<file path="src/rtl/spi_reg_ctrl_pkg.sv">
// Shared definitions for the SPI register command sequencer: header bit
// positions, default address width and the sequencer state encoding.
package spi_reg_ctrl_pkg;

  localparam int CMD_RW_BIT     = 7;
  localparam int CMD_BURST_BIT  = 6;
  localparam int DEFAULT_ADDR_W = 6;

  typedef enum logic [2:0] {
    ST_IDLE,
    ST_WR_DATA,
    ST_RD_REQ,
    ST_RD_CAP,
    ST_RD_HOLD
  } state_e;

endpackage

</file>
<file path="src/rtl/cdc_pulse_sync.sv">
// Multi-flop synchroniser for a slow asynchronous level, with a registered
// level output and a one-clk rising-edge pulse aligned to that level.
module cdc_pulse_sync #(
  parameter int STAGES = 2
) (
  input  logic clk,
  input  logic rst,
  input  logic async_in,
  output logic level_out,
  output logic rise_out
);

  logic [STAGES-1:0] sync_q;
  logic [STAGES-1:0] sync_d;
  logic              level_q;
  logic              level_d;
  logic              rise_q;
  logic              rise_d;

  generate
    for (genvar gi = 0; gi < STAGES; gi++) begin : g_stage
      if (gi == 0) begin : g_first
        assign sync_d[gi] = async_in;
      end else begin : g_rest
        assign sync_d[gi] = sync_q[gi-1];
      end
    end
  endgenerate

  // level_q and rise_q change on the same edge so consumers see them coherently
  always_comb begin
    level_d = sync_q[STAGES-1];
    rise_d  = sync_q[STAGES-1] & ~level_q;
  end

  always_ff @(posedge clk) begin
    if (rst) begin
      sync_q  <= '0;
      level_q <= 1'b0;
      rise_q  <= 1'b0;
    end else begin
      sync_q  <= sync_d;
      level_q <= level_d;
      rise_q  <= rise_d;
    end
  end

  assign level_out = level_q;
  assign rise_out  = rise_q;

endmodule

</file>
<file path="src/rtl/spi_reg_ctrl.sv">
// Command sequencer between the SPI byte bridge and the register file:
// decodes a header byte, issues write/read strobes and supplies the reply byte.
module spi_reg_ctrl
  import spi_reg_ctrl_pkg::*;
#(
  parameter int SYNC_STAGES = 2,
  parameter int ADDR_W      = DEFAULT_ADDR_W
) (
  input  logic              clk,
  input  logic              rst,
  input  logic              cs_n,
  input  logic              byte_sync,
  input  logic [7:0]        data_in,
  output logic [7:0]        data_out,
  output logic [ADDR_W-1:0] reg_addr,
  output logic [7:0]        reg_wdata,
  output logic              reg_we,
  output logic              reg_re,
  input  logic [7:0]        reg_rdata,
  output logic              busy,
  output logic              frame_abort
);

  logic byte_valid;
  logic byte_level_unused;
  logic cs_s;
  logic cs_rise;

  cdc_pulse_sync #(.STAGES(SYNC_STAGES)) u_byte_sync (
    .clk       (clk),
    .rst       (rst),
    .async_in  (byte_sync),
    .level_out (byte_level_unused),
    .rise_out  (byte_valid)
  );

  cdc_pulse_sync #(.STAGES(SYNC_STAGES)) u_cs_sync (
    .clk       (clk),
    .rst       (rst),
    .async_in  (cs_n),
    .level_out (cs_s),
    .rise_out  (cs_rise)
  );

  state_e            state_q;
  logic              burst_q;
  logic [7:0]        data_out_q;
  logic [ADDR_W-1:0] reg_addr_q;
  logic [7:0]        reg_wdata_q;
  logic              reg_we_q;
  logic              reg_re_q;
  logic              frame_abort_q;
  logic              abort_d;

  // A burst parked waiting for its next byte is a normal end of frame
  always_comb begin
    abort_d = 1'b0;
    case (state_q)
      ST_RD_REQ, ST_RD_CAP:    abort_d = 1'b1;
      ST_WR_DATA, ST_RD_HOLD:  abort_d = ~burst_q;
      default:                 abort_d = 1'b0;
    endcase
  end

  always_ff @(posedge clk) begin
    if (rst) begin
      state_q       <= ST_IDLE;
      burst_q       <= 1'b0;
      data_out_q    <= 8'h00;
      reg_addr_q    <= '0;
      reg_wdata_q   <= 8'h00;
      reg_we_q      <= 1'b0;
      reg_re_q      <= 1'b0;
      frame_abort_q <= 1'b0;
    end else begin
      reg_we_q      <= 1'b0;
      reg_re_q      <= 1'b0;
      frame_abort_q <= 1'b0;
      if (cs_rise) begin
        // Deselect overrides any byte arriving in the same cycle
        state_q       <= ST_IDLE;
        data_out_q    <= 8'h00;
        frame_abort_q <= abort_d;
      end else begin
        case (state_q)
          ST_IDLE: begin
            if (byte_valid && !cs_s) begin
              reg_addr_q <= data_in[ADDR_W-1:0];
              burst_q    <= data_in[CMD_BURST_BIT];
              if (data_in[CMD_RW_BIT]) begin
                state_q <= ST_WR_DATA;
              end else begin
                state_q  <= ST_RD_REQ;
                reg_re_q <= 1'b1;
              end
            end
          end
          ST_WR_DATA: begin
            if (byte_valid) begin
              reg_we_q    <= 1'b1;
              reg_wdata_q <= data_in;
              if (!burst_q) state_q <= ST_IDLE;
            end else if (reg_we_q && burst_q) begin
              // Advance only after the strobe so reg_addr is stable while reg_we is high
              reg_addr_q <= reg_addr_q + ADDR_W'(1);
            end
          end
          ST_RD_REQ: state_q <= ST_RD_CAP;
          ST_RD_CAP: begin
            data_out_q <= reg_rdata;
            state_q    <= ST_RD_HOLD;
          end
          ST_RD_HOLD: begin
            if (byte_valid) begin
              if (burst_q) begin
                reg_addr_q <= reg_addr_q + ADDR_W'(1);
                reg_re_q   <= 1'b1;
                state_q    <= ST_RD_REQ;
              end else begin
                state_q <= ST_IDLE;
              end
            end
          end
          default: state_q <= ST_IDLE;
        endcase
      end
    end
  end

  assign data_out    = data_out_q;
  assign reg_addr    = reg_addr_q;
  assign reg_wdata   = reg_wdata_q;
  assign reg_we      = reg_we_q;
  assign reg_re      = reg_re_q;
  assign frame_abort = frame_abort_q;
  assign busy        = (state_q != ST_IDLE);

endmodule

</file>
<file path="config.mk">
export PLATFORM = sky130hd
export DESIGN_NAME = spi_reg_ctrl
export DESIGN_NICKNAME = d
export VERILOG_FILES = /design/src/rtl/spi_reg_ctrl_pkg.sv /design/src/rtl/cdc_pulse_sync.sv /design/src/rtl/spi_reg_ctrl.sv
export SDC_FILE = /design/constraint.sdc
export NUM_CORES = 1
export LEC_CHECK = 0
export ABC_AREA = 0
export CORE_AREA = 3 3 77 79
export CTS_CLUSTER_SIZE = 40
export DETAILED_ROUTE_END_ITERATION = 6
export DIE_AREA = 0 0 80 82
export GPL_TIMING_DRIVEN = 0
export PLACE_DENSITY_LB_ADDON = 0.08
export SYNTH_ARGS = -nofsm -noshare
export SYNTH_HDL_FRONTEND = slang
export SYNTH_HIERARCHICAL = 1
export SYNTH_SLANG_ARGS = --single-unit
</file>
<file path="constraint.sdc">
create_clock -name clk -period 1.45 [get_ports clk]
set_clock_uncertainty 0.05 [all_clocks]
set_input_delay 0.29 -clock clk [delete_from_list [all_inputs] [get_ports clk]]
set_output_delay 0.29 -clock clk [all_outputs]
set_load 0.02 [all_outputs]
</file>
==> impl_metrics.ini <==
[synthesis]
syn_nets = 197
syn_inst = 176
syn_avg_cell_area_um2 = 9.06
ys_ff_latch = 37
synth.cell_area_um2 = 1590
async_reset_ff_frac = 0
synth_edf_count = 0
yosysWarnings = 6
seq_area_frac_synth = 0.465
ys.flop_type = dfxtp_1
yosysUniqueCellTypes = 37

[cts]
cts_buffer_depth = 2
cts_hold_buf = 0
worstSkewPairLatency_ns = 0.28
htree_levels = 2
clkSlewWorstSetupHoldPaths_ns = 0.07
cts_sinks = 37
tritoncts = done
root_buffer = clkbuf_8
cts_buffers = 5

[grt]
antenna_found_initial = 0
grt_overflow = 0
grt_pass1_vias = 1448
grt_pass1_wl_um = 7090
grt_max_degree = 13
track_usage = 0.138

[min_path]
holdPathStages = 2
hold_class = primary input to flop
min-delay-start = rst

[cells_and_area]
diodes = 0
instances_no_fill = 310
drive_gt1_frac = 0.223
layout_commonest_cell = dfxtp_1
mostFrequentLayoutCells = dfxtp_1 (31), dlygate4sd2_1 (25), clkdlybuf4s50_1 (18), a21oi_1 (16), nand2_1 (12)
nFillCells = 587
area_growth_syn_to_layout_pct = 51.6
stdcell_area_um2 = 2420
utilization = 0.447
fin_nets = 259

[timing]
rsz0062_at_grt = true
hold_viol = 0
min_period_over_period = 1.12
tightest_slew_ns = 0.603
slew_violations = 0
setup_viol = 15
post-route-min-period_ns = 1.63
setup_tns_ns = -1.78
max_freq_mhz = 613
layout_setup_ws_ns = -0.180
relSlewSlack = 0.594

[placed_design]
dpl_cell_area_um2 = 2150
hpwl_um = 2870
placed_cells = 293
place.gp.congestion = 0.780
portBuffers = 45

[floorplanning]
die_x_um = 80
dieArea_um2 = 6560
initial_core_util = 0.295
std_cell_rows = 27
io-pin-count = 46
coreArea_um2 = 5410
die_height_um = 82

[route]
wirelength_um = 4180
vias = 1476
vias_per_cell = 4.76
firstDrtPassIters = 4
drtIter0Drc = 65
ant_nets = 0
post-route-drc-count = 0
wl_per_cell_um = 13.5

[flow_run]
cap_violations = 0

[setup_path]
worst-path-max-fanout = 10
worstSetupStartpoint = state_q[2]$_SDFFE_PP0P_
regToRegEndpoint = reg_addr[4]$_SDFFE_PP0P_
r2r_cells = 5
timing.rr.start = state_q[2]$_SDFFE_PP0P_
cp-end-kind = output port
start_kind = flop
worstSetupPathType = flop to output port
crit_end = busy
reg2reg_slack_ns = -0.16
crit_required_ns = 1.11
crit_arrival_ns = 1.29

[power]
p_leak_uw = 0.000964
power_density_nw_per_um2 = 819
ir_worst_vdd_v = 0.000583
power_uw = 1980

[status]
status = complete, but fails checks
violations = setup timing
==> logic make-up after synthesis <==
| group | count (synthesis) | share of synthesized area |
|---|---|---|
| compound gates | 36 | 0.157 |
| xor+xnor | 1 | 0.00550 |
| fa+ha+maj | 1 | 0.00785 |
| buf+inv | 13 | 0.0330 |
| flops | 37 | 0.465 |
| mux | 10 | 0.0628 |
| simple gates | 78 | 0.269 |
==> worst min path at each step <==
stage / endpoint / slack, ns
after floorplan: u_byte_sync/rise_out$_SDFF_PP0_ / 0.31
after global placement: u_byte_sync/rise_out$_SDFF_PP0_ / 0.34
after detailed placement: u_byte_sync/rise_out$_SDFF_PP0_ / 0.36
after CTS: u_byte_sync/rise_out$_SDFF_PP0_ / 0.35
after global routing: u_byte_sync/rise_out$_SDFF_PP0_ / 0.33
final: u_byte_sync/rise_out$_SDFF_PP0_ / 0.32
==> power by group <==
| part | internal (uW) | switching [uW] |
|---|---|---|
| registers | 1030 | 17.1 |
| logic | 117 | 104 |
| clock network | 377 | 334 |
==> per-layer routing <==
layer  vias to the layer above  routed length [um]  GRT usage
met2                        32                1800      0.204
met4                         0                  39     0.0405
met1                       689                2130      0.194
li1                        751                   -          -
met3                         4                 208     0.0395
met5                         -                   0          0
==> state kept, by name, summed over array words and instances (netlist names) <==
name and count:
data_out 8, u_cs_sync/sync_q 2, reg_wdata 8, u_cs_sync/rise_out 1, reg_addr 6, u_byte_sync/rise_out 1, state_q 3, u_byte_sync/level_out 1
reg_we 1, frame_abort 1, reg_re 1, u_byte_sync/sync_q 2, burst_q 1, u_cs_sync/level_out 1
==> Yosys cell counts, drive strengths merged (7+ instances only) <==
cell type,number,area (um2)
mux2i,10,100
nand3,11,55.1
nand2b,8,50.1
nor2,12,47.6
dfxtp,37,741
a21oi,18,90.1
nor2b,10,62.6
nand2,14,52.6
clkbuf,7,26.3
==> final cells by class <==
type                    instances  area (um2)  area share
clock buffers                   7        86.3      0.0357
repair buffers                 56         503       0.208
flip-flops and latches         37         758       0.314
well taps                      72        90.1      0.0373
inverters                       3        11.3     0.00466
plain buffers                   9        75.1      0.0311
multi-input cells             126         892       0.369
==> through the flow <==
stage	worst slack [ns]	hold WS (ns)
after floorplan	-0.0310	0.311
after CTS	-0.226	0.352
after global routing	-0.229	0.333
after global placement	-0.748	0.341
final	-0.180	0.322
after detailed placement	-0.755	0.356
==> critical path, stage by stage (launching register included) <==
cell and delay (ns):
dfxtp_4 0.36, buf_6 0.13, or3_4 0.38, buf_6 0.14
==> what timing repair did <==
item	4_1_cts	5_1_grt
endpoints found under the setup margin	55	28
pin swaps	4	4
setup buffers	7	4
gates resized for setup	59	17
Power figures use the tool's default switching activity.
